### src/rtl/serial_alu_seq_if.sv
// Request/response bundle of the bit-serial ALU sequencer.
// The zero port exists only when ZERO_FLAG_EN is defined.
interface serial_alu_seq_if #(
    parameter int WIDTH = 4
);
    logic             start;
    logic [1:0]       sel;
    logic [WIDTH-1:0] op_a;
    logic [WIDTH-1:0] op_b;
    logic             cin;
    logic             busy;
    logic             done;
    logic [WIDTH-1:0] result;
    logic             cout;
`ifdef ZERO_FLAG_EN
    logic             zero;
`endif

    modport master (
        output start, sel, op_a, op_b, cin,
        input  busy, done, result, cout
`ifdef ZERO_FLAG_EN
        , input zero
`endif
    );

    modport slave (
        input  start, sel, op_a, op_b, cin,
        output busy, done, result, cout
`ifdef ZERO_FLAG_EN
        , output zero
`endif
    );
endinterface

### src/rtl/serial_alu_seq.sv
// Bit-serial sequencer around a 1-bit arithmetic slice, LSB first over WIDTH cycles.
// Optional zero flag when ZERO_FLAG_EN is defined.
module serial_alu_seq #(
    parameter int WIDTH = 4
) (
    input  logic             clk,
    input  logic             rst,
    serial_alu_seq_if.slave  bus,
    output logic             slice_s1,
    output logic             slice_s0,
    output logic             slice_a,
    output logic             slice_b,
    output logic             slice_cin,
    input  logic             slice_f,
    input  logic             slice_cout
);
    localparam int CW = (WIDTH > 2) ? $clog2(WIDTH) : 1;
    localparam logic [CW-1:0] CNT_LAST = CW'(WIDTH - 1);
    localparam logic [CW-1:0] CNT_ONE  = CW'(1);
    localparam logic [CW-1:0] CNT_ZERO = CW'(0);

    typedef enum logic [1:0] {
        S_IDLE = 2'd0,
        S_RUN  = 2'd1,
        S_DONE = 2'd2
    } state_e;

    state_e           state_q, state_d;
    logic [1:0]       sel_q, sel_d;
    logic [WIDTH-1:0] a_sh_q, a_sh_d;
    logic [WIDTH-1:0] b_sh_q, b_sh_d;
    logic [WIDTH-1:0] res_sh_q, res_sh_d;
    logic [WIDTH-1:0] result_q, result_d;
    logic [CW-1:0]    cnt_q, cnt_d;
    logic             carry_q, carry_d;
    logic             cout_q, cout_d;
    logic             busy_q, busy_d;
    logic             done_q, done_d;
`ifdef ZERO_FLAG_EN
    logic             zero_q, zero_d;
`endif

    logic             bit_s;
    logic             carry_s;

    // Transfer mode bypasses the slice, whose 00 path is not carry-safe.
    function automatic logic [1:0] pick_bit(input logic [1:0] s, input logic a0,
                                            input logic f, input logic co);
        logic [1:0] r;
        if (s == 2'b00) begin
            r = {1'b0, a0};
        end else begin
            r = {co, f};
        end
        return r;
    endfunction

    assign {carry_s, bit_s} = pick_bit(sel_q, a_sh_q[0], slice_f, slice_cout);

    // State register.
    always_ff @(posedge clk or posedge rst) begin
        if (rst) begin
            state_q <= S_IDLE;
        end else begin
            state_q <= state_d;
        end
    end

    // Next-state, datapath and output decode.
    always_comb begin
        state_d  = state_q;
        sel_d    = sel_q;
        a_sh_d   = a_sh_q;
        b_sh_d   = b_sh_q;
        res_sh_d = res_sh_q;
        result_d = result_q;
        cnt_d    = cnt_q;
        carry_d  = carry_q;
        cout_d   = cout_q;
        busy_d   = 1'b0;
        done_d   = 1'b0;
`ifdef ZERO_FLAG_EN
        zero_d   = zero_q;
`endif
        case (state_q)
            S_IDLE, S_DONE: begin
                if (bus.start) begin
                    state_d = S_RUN;
                    sel_d   = bus.sel;
                    a_sh_d  = bus.op_a;
                    b_sh_d  = bus.op_b;
                    carry_d = bus.cin;
                    cnt_d   = CNT_ZERO;
                    busy_d  = 1'b1;
                end else begin
                    state_d = S_IDLE;
                end
            end
            S_RUN: begin
                res_sh_d = {bit_s, res_sh_q[WIDTH-1:1]};
                a_sh_d   = {1'b0, a_sh_q[WIDTH-1:1]};
                b_sh_d   = {1'b0, b_sh_q[WIDTH-1:1]};
                carry_d  = carry_s;
                cnt_d    = cnt_q + CNT_ONE;
                if (cnt_q == CNT_LAST) begin
                    state_d  = S_DONE;
                    cnt_d    = CNT_ZERO;
                    result_d = res_sh_d;
                    cout_d   = carry_s;
                    done_d   = 1'b1;
`ifdef ZERO_FLAG_EN
                    zero_d   = (res_sh_d == {WIDTH{1'b0}});
`endif
                end else begin
                    busy_d = 1'b1;
                end
            end
            default: begin
                state_d = S_IDLE;
            end
        endcase
    end

    // Datapath and output registers.
    always_ff @(posedge clk or posedge rst) begin
        if (rst) begin
            sel_q    <= 2'b00;
            a_sh_q   <= {WIDTH{1'b0}};
            b_sh_q   <= {WIDTH{1'b0}};
            res_sh_q <= {WIDTH{1'b0}};
            result_q <= {WIDTH{1'b0}};
            cnt_q    <= CNT_ZERO;
            carry_q  <= 1'b0;
            cout_q   <= 1'b0;
            busy_q   <= 1'b0;
            done_q   <= 1'b0;
`ifdef ZERO_FLAG_EN
            zero_q   <= 1'b0;
`endif
        end else begin
            sel_q    <= sel_d;
            a_sh_q   <= a_sh_d;
            b_sh_q   <= b_sh_d;
            res_sh_q <= res_sh_d;
            result_q <= result_d;
            cnt_q    <= cnt_d;
            carry_q  <= carry_d;
            cout_q   <= cout_d;
            busy_q   <= busy_d;
            done_q   <= done_d;
`ifdef ZERO_FLAG_EN
            zero_q   <= zero_d;
`endif
        end
    end

    assign bus.busy   = busy_q;
    assign bus.done   = done_q;
    assign bus.result = result_q;
    assign bus.cout   = cout_q;
`ifdef ZERO_FLAG_EN
    assign bus.zero   = zero_q;
`endif

    assign slice_s1  = sel_q[1];
    assign slice_s0  = sel_q[0];
    assign slice_a   = a_sh_q[0];
    assign slice_b   = b_sh_q[0];
    assign slice_cin = carry_q;
endmodule

### src/flat_wrapper.sv
// flat-port wrapper written by rule: the top's interface ports become plain ports
module serial_alu_seq_flat 
#(
    parameter int WIDTH = 4
)
  (clk, rst, slice_s1, slice_s0, slice_a, slice_b, slice_cin, slice_f, slice_cout, bus_start, bus_sel, bus_op_a, bus_op_b, bus_cin, bus_busy, bus_done, bus_result, bus_cout);
  serial_alu_seq_if #(.WIDTH(WIDTH)) bus_i ();
  input  logic clk;
  input  logic rst;
  output logic slice_s1;
  output logic slice_s0;
  output logic slice_a;
  output logic slice_b;
  output logic slice_cin;
  input  logic slice_f;
  input  logic slice_cout;
  input wire logic [$bits(bus_i.start)-1:0] bus_start;
  input wire logic [$bits(bus_i.sel)-1:0] bus_sel;
  input wire logic [$bits(bus_i.op_a)-1:0] bus_op_a;
  input wire logic [$bits(bus_i.op_b)-1:0] bus_op_b;
  input wire logic [$bits(bus_i.cin)-1:0] bus_cin;
  output wire logic [$bits(bus_i.busy)-1:0] bus_busy;
  output wire logic [$bits(bus_i.done)-1:0] bus_done;
  output wire logic [$bits(bus_i.result)-1:0] bus_result;
  output wire logic [$bits(bus_i.cout)-1:0] bus_cout;
  assign bus_i.start = bus_start;
  assign bus_i.sel = bus_sel;
  assign bus_i.op_a = bus_op_a;
  assign bus_i.op_b = bus_op_b;
  assign bus_i.cin = bus_cin;
  assign bus_busy = bus_i.busy;
  assign bus_done = bus_i.done;
  assign bus_result = bus_i.result;
  assign bus_cout = bus_i.cout;
  serial_alu_seq #(.WIDTH(WIDTH)) u_core (.clk(clk), .rst(rst), .bus(bus_i), .slice_s1(slice_s1), .slice_s0(slice_s0), .slice_a(slice_a), .slice_b(slice_b), .slice_cin(slice_cin), .slice_f(slice_f), .slice_cout(slice_cout));
endmodule
### config.mk
export PLATFORM = sky130hd
export DESIGN_NAME = serial_alu_seq_flat
export DESIGN_NICKNAME = d
export VERILOG_FILES = /design/src/rtl/serial_alu_seq_if.sv /design/src/rtl/serial_alu_seq.sv /design/src/flat_wrapper.sv
export SDC_FILE = /design/constraint.sdc
export NUM_CORES = 1
export LEC_CHECK = 0
export BUFFER_PORTS_ARGS = -buffer_cell sky130_fd_sc_hd__buf_2
export CAP_MARGIN = 20
export CORE_MARGIN = 8
export CORE_UTILIZATION = 45
export CTS_CLUSTER_SIZE = 16
export DETAILED_ROUTE_END_ITERATION = 12
export PLACE_DENSITY = 0.75
export RECOVER_POWER = 50
export SYNTH_ARGS = -nofsm -noshare
export SYNTH_HDL_FRONTEND = slang
export SYNTH_SLANG_ARGS = --single-unit
export TNS_END_PERCENT = 1
### constraint.sdc
create_clock -name clk -period 3.2 [get_ports clk]
set_input_delay 0.48 -clock clk [delete_from_list [all_inputs] [get_ports clk]]
set_output_delay 0.48 -clock clk [all_outputs]
set_load 0.03 [all_outputs]
After elaboration in Yosys (flattened, before gate mapping)
Index checks and enable logic that the tools add are counted.
{"block": "totals", "register_bits": 26, "wordCells": 42}
{"block": "classes", "add_sub_neg": 1, "n_eq_ne": 5, "mux": 18, "n_reduce_logical": 7}
{"op": "$pmux 4 s2", "n": 2}
{"op": "$mux 2", "n": 4}
{"op": "$mux 4", "n": 2}
{"op": "$pmux 2 s2", "n": 2}
{"op": "$mux 1", "n": 6}
{"op": "$reduce_and 2->1", "n": 3}
{"op": "$eq 2x2->1 const B", "n": 2}
{"op": "$logic_not 2->1", "n": 2}
{"op": "$pmux 1 s2", "n": 2}
{"op": "$add 2x1->2 const B", "n": 1}
{"op": "$eq 2x1->1 const B", "n": 1}
{"op": "$ne 2x1->1 const B", "n": 1}
{"op": "$ne 2x2->1 const B", "n": 1}
{"op": "$reduce_bool 2->1", "n": 1}
{"op": "$reduce_or 2->1", "n": 1}

Depth between registers and ports, before layout
{"block": "depth", "word_depth": 4, "mapped_depth": 4, "ltp_nobuf": 4}

Worst setup path after synthesis
No wires, ideal clock.
{"block": "synth_path", "path_type": "reg-to-reg", "startpoint": "register u_core.cnt_q[0]", "endpoint": "register u_core.cnt_q[1]", "arrival_time_ns": 1.123, "t_required_ns": 3.079, "setup_slack_ns": 1.956, "stages_incl_launch_ff": 4, "path_buffers": 0, "period_less_slack_ns": 1.244, "cell_sequence": "dfrtp_1 > ha_1 > mux2_4 > a22o_1"}
{"block": "synth_between", "elab_chain_len": 3}
{"item": "start, declared", "line": "serial_alu_seq.sv:34", "text": "logic [CW-1:0] cnt_q, cnt_d;"}
{"item": "start signal, assigned", "line": "serial_alu_seq.sv:146", "text": "cnt_q <= cnt_d;"}
{"item": "$add 2x1->2 or $eq 2x2->1 (tied branches)", "line": "serial_alu_seq.sv:104, serial_alu_seq.sv:105"}
{"item": "$mux 2 *", "line": "serial_alu_seq.sv:105", "text": "if (cnt_q == CNT_LAST) begin"}
{"item": "$pmux 2 s2 *", "line": "serial_alu_seq.sv:85", "text": "case (state_q)"}
Mark *: on every way between the ends. The rest lies on a longest branch, timed or not.
A chain may end at the register's enable or synchronous reset.

Final worst setup path
{"block": "layout_path", "startpoint": "register u_core.state_q[0]", "endpoint": "register u_core.result_q[0], in the netlist u_core.bus.result[0]"}
{"block": "layout_between", "elab_chain_len": 2}
{"item": "start, declared", "line": "serial_alu_seq.sv:28", "text": "state_e state_q, state_d;"}
{"item": "start signal, assigned", "line": "serial_alu_seq.sv:65", "text": "state_q <= state_d;"}
{"item": "$eq 2x1->1", "line": "serial_alu_seq.sv:85"}
{"item": "$reduce_and 2->1 (no line)"}
{"item": "end signal, assigned", "line": "serial_alu_seq.sv:131", "text": "result_q <= {WIDTH{1'b0}};"}
{"item": "end signal, assigned", "line": "serial_alu_seq.sv:145", "text": "result_q <= result_d;"}
{"item": "end, declared", "line": "serial_alu_seq.sv:33", "text": "logic [WIDTH-1:0] result_q, result_d;"}
Every way passes these cells.

==> out/qor_table.md <==
| Item | Value |
| --- | --- |
| Initial antenna violation count | 0 |
| Hold bufs inserted after CTS | 0 |
| Crit Reg-Reg Startpoint | u_core.state_q[0] |
| First-iteration detailed-routing DRC count | 36 |
| Area of all placed cells without fillers | 1290 sq um |
| Number of cell instances on the worst register-to-register path | 2 |
| Clock-pin slew on the worst setup and hold paths | 0.13 ns |
| Setup ws final | 1.69 ns |
| Vertical extent of the die | 66.2 um |
| Register area share after synthesis | 55.1% |
| Number of max-slew violations in the final report | 0 |
| Pin count of the biggest net entering global routing | 26 |
| Final antenna-violating net count | 0 |
| Netlist area before placement | 1140 sq um |
| Cell chosen for the clock root | clkbuf_4 |
| Slack of the worst reg-to-reg path | 1.69 ns |
| Number of diodes added for antenna fixing | 0 |
| Detail-routed net length per standard cell | 13.3 um |
| Leakage | 0.639 nW |
| Detailed-route vias per instance | 4.99 |
| Chip width | 66.2 um |
| Pre-antenna DRT Iters | 2 |
| Max-Slew Margin vs Limit | 39.8% |
| Worst Max-Slew Pin Slew | 0.902 ns |
| Instance count of the mapped netlist | 103 |
| Mux share of post-synthesis cell area | 11.8% |
| Power density over the cells | 1010 nW/um^2 |
| Buffers from clock root to sink, at most | 2 |
| Basic-gate share of the synthesized area counting and, or, nand and nor cells | 15.6% |
| Area enclosed by the die boundary | 4390 sq um |
| Core region area | 2430 sq um |
| CP max FO | 21 |
| Synthesized-area fraction occupied by xor and xnor cells | 0% |
| Fraction of the mapped netlist area in compound gates | 11.9% |
| Vias in the first global route | 723 |
| Layout net count | 147 |
| Setup clock skew after layout | 0.00317 ns |
| Kind of cell with the highest combined delay on the critical path | flip-flops |
| Category of the critical setup timing path | reg2reg |
| Yosys warning count | 0 |
| Worst Hold Class | in2async |
| Vias after detailed routing | 793 |
| Data required time of the worst path | 3.41 ns |
| Grt total ovfl | 0 |
| Post-synthesis cell type count | 27 |
| Critical Path AT | 1.72 ns |
| Overall routing resource usage | 10.2% |
| Slowest stage cell on the critical path | dfrtp_1 |
| Critical Path Start | u_core.state_q[0] |
| Outcome | finished clean |
| Placement Setup Slack | 1.73 ns |
| H-tree level count | 1 |
| Io pins | 28 |
| Share of cells above drive strength 1 | 30.2% |
| Setup TNS after final layout | 0 ns |
| Buffers plus inverters on the worst setup path | 0 |
| Largest family of logic cells by synthesized area | simple AND/OR/NAND/NOR gates |
| Worst vdd rail ir drop | 0.449 mV |
| Resize count post-CTS | 0 |
| Final setup violation count | 0 |
| Post-CTS setup repair buffer count | 0 |
| Wire length of the first global-routing pass | 3440 um |
| Mean Syn Cell Area | 11.0 sq um |
| Clock latency reported for the late side of the worst-skew pair | 0.31 ns |
| Number of buffers inserted during clock tree synthesis | 3 |
| Clock tree from TritonCTS | built |
| Post-route core utilization | 53.2% |
| Largest stage delay on the critical path | 0.75 ns |
| Post-detailed-placement half-perimeter wirelength | 1600 um |
| Worst-case hold slack | 0.343 ns |
| Timing-limited maximum frequency | 663 MHz |
| Synthesis-stage register bit count | 25 |
| RSZ-0062 raised after global routing | no |
| Total nets after synthesis | 120 |
| Clock period minus worst slack | 1.51 ns |
| Type of destination of the critical path | register |
| Starting Density | 46.7% |
| Hold violation total from the final report | 0 |
| Count of max-cap constraint violations | 0 |
| Destination of the worst register-to-register timing path | u_core.bus.result[0] |
| Buffers added on ports | 27 |
| Total placed instance area | 1270 sq um |
| Fin crit share | 47.1% |
| Crit path cell chain | nand3b_2 > mux2_2 |
| Weighted congestion reported at the end of routability-driven placement | 0.719 |
| Row cnt | 18 |
| Critical Path Start Type | register |
| Adder-cell share of the synthesized area | 1.10% |
| Number of remaining DRC errors | 0 |
| Total wire length after detailed routing | 2120 um |
| Clk sinks | 25 |
| Area Overhead vs Synth | 14.0% |
[cell usage in the layout (no fill, tap or decap), types with 2 or more instances in the layout]
master and n:
buf_2 27, dfrtp_1 25, nand2_1 18, o21ai_0 7, mux2i_1 7, nor2b_1 5
a211oi_1 5, a21oi_1 5, nand3_1 3, nor2_1 3, inv_1 3, mux2_2 3
clkbuf_4 3, mux2_4 2
[where the power goes]
group	switching [mW]	leakage, nW	internal [mW]
Combinational	0.333	0.316	0.241
Sequential	0.135	0.309	0.460
Clock	0.0864	0.0150	0.0487
[stage by stage]
step | instances | power [mW]
floorplan | 103 | 1.05
global placement | 155 | 1.17
detailed placement | 155 | 1.18
CTS | 159 | 1.32
global route | 159 | 1.41
finish | 159 | 1.30
[area by class of cell]
| class | count | area (sq um) |
|---|---|---|
| flip-flops and latches | 25 | 626 |
| multi-input cells | 70 | 459 |
| clock buffers | 4 | 26.3 |
| repair buffers | 27 | 135 |
| inverters | 3 | 11.3 |
| fillers | 222 | 1140 |
| well taps | 30 | 37.5 |
[cells in the mapped netlist]
| cell type | instances | share of area (%) |
|---|---|---|
| nand2_1 | 18 | 5.9 |
| mux2_4 | 2 | 2.6 |
| o31ai_1 | 1 | 0.66 |
| mux2i_1 | 7 | 6.2 |
| nand3_1 | 3 | 1.3 |
| ha_1 | 1 | 1.1 |
| o22ai_1 | 1 | 0.55 |
| nand2b_1 | 1 | 0.55 |
| o21a_1 | 1 | 0.66 |
| a211oi_1 | 5 | 3.3 |
| buf_4 | 1 | 0.66 |
| dfrtp_1 | 25 | 55 |
| and2b_1 | 1 | 0.66 |
| a22o_1 | 1 | 0.77 |
| nor2b_1 | 5 | 2.8 |
| inv_1 | 3 | 0.99 |
| o21ai_0 | 7 | 3.1 |
| nand2b_2 | 1 | 0.77 |
| nor3_2 | 1 | 0.88 |
| buf_2 | 2 | 0.88 |
| nor2_1 | 3 | 0.99 |
| o211ai_1 | 1 | 0.66 |
| a21oi_1 | 5 | 2.2 |
| and2b_2 | 1 | 0.77 |
| mux2_2 | 3 | 3.0 |
| buf_6 | 2 | 2.0 |
| nand3b_2 | 1 | 0.99 |
[worst max-delay path by stage]
stage | slack, ns | cells after the start | endpoint
floorplan | 1.96 | 3 | u_core.cnt_q[1]
global placement | 1.79 | 2 | u_core.bus.result[1]
detailed placement | 1.73 | 2 | u_core.bus.result[0]
CTS | 1.71 | 2 | u_core.bus.result[0]
global route | 1.59 | 2 | u_core.bus.result[0]
finish | 1.69 | 2 | u_core.bus.result[0]
[sequential cells by signal, summed over array words and instances (netlist names)]
signal / cells
u_core.bus.busy: 1
u_core.state_q: 2
u_core.bus.done: 1
u_core.slice_cin: 1
u_core.a_sh_q: 4
u_core.sel_q: 2
u_core.bus.result: 4
u_core.b_sh_q: 4
u_core.res_sh_q: 3
u_core.cnt_q: 2
u_core.bus.cout: 1
[layer usage]
layer | vias to the layer above | GRT usage, % | share of wire [%]
li1 | 406 | - | -
met1 | 367 | 13.1 | 45
met2 | 16 | 15.3 | 47
met3 | 4 | 2.03 | 5.8
met4 | 0 | 6.40 | 2.2
met5 | - | 0 | 0
[kinds of logic after synthesis]
group,after synthesis
AOI/OAI and AO/OA,22
adders and majority gates,1
buffers and inverters,8
DFF,25
muxes,12
and+or+nand+nor,35
Note: power is estimated with default switching activity, not from simulation.
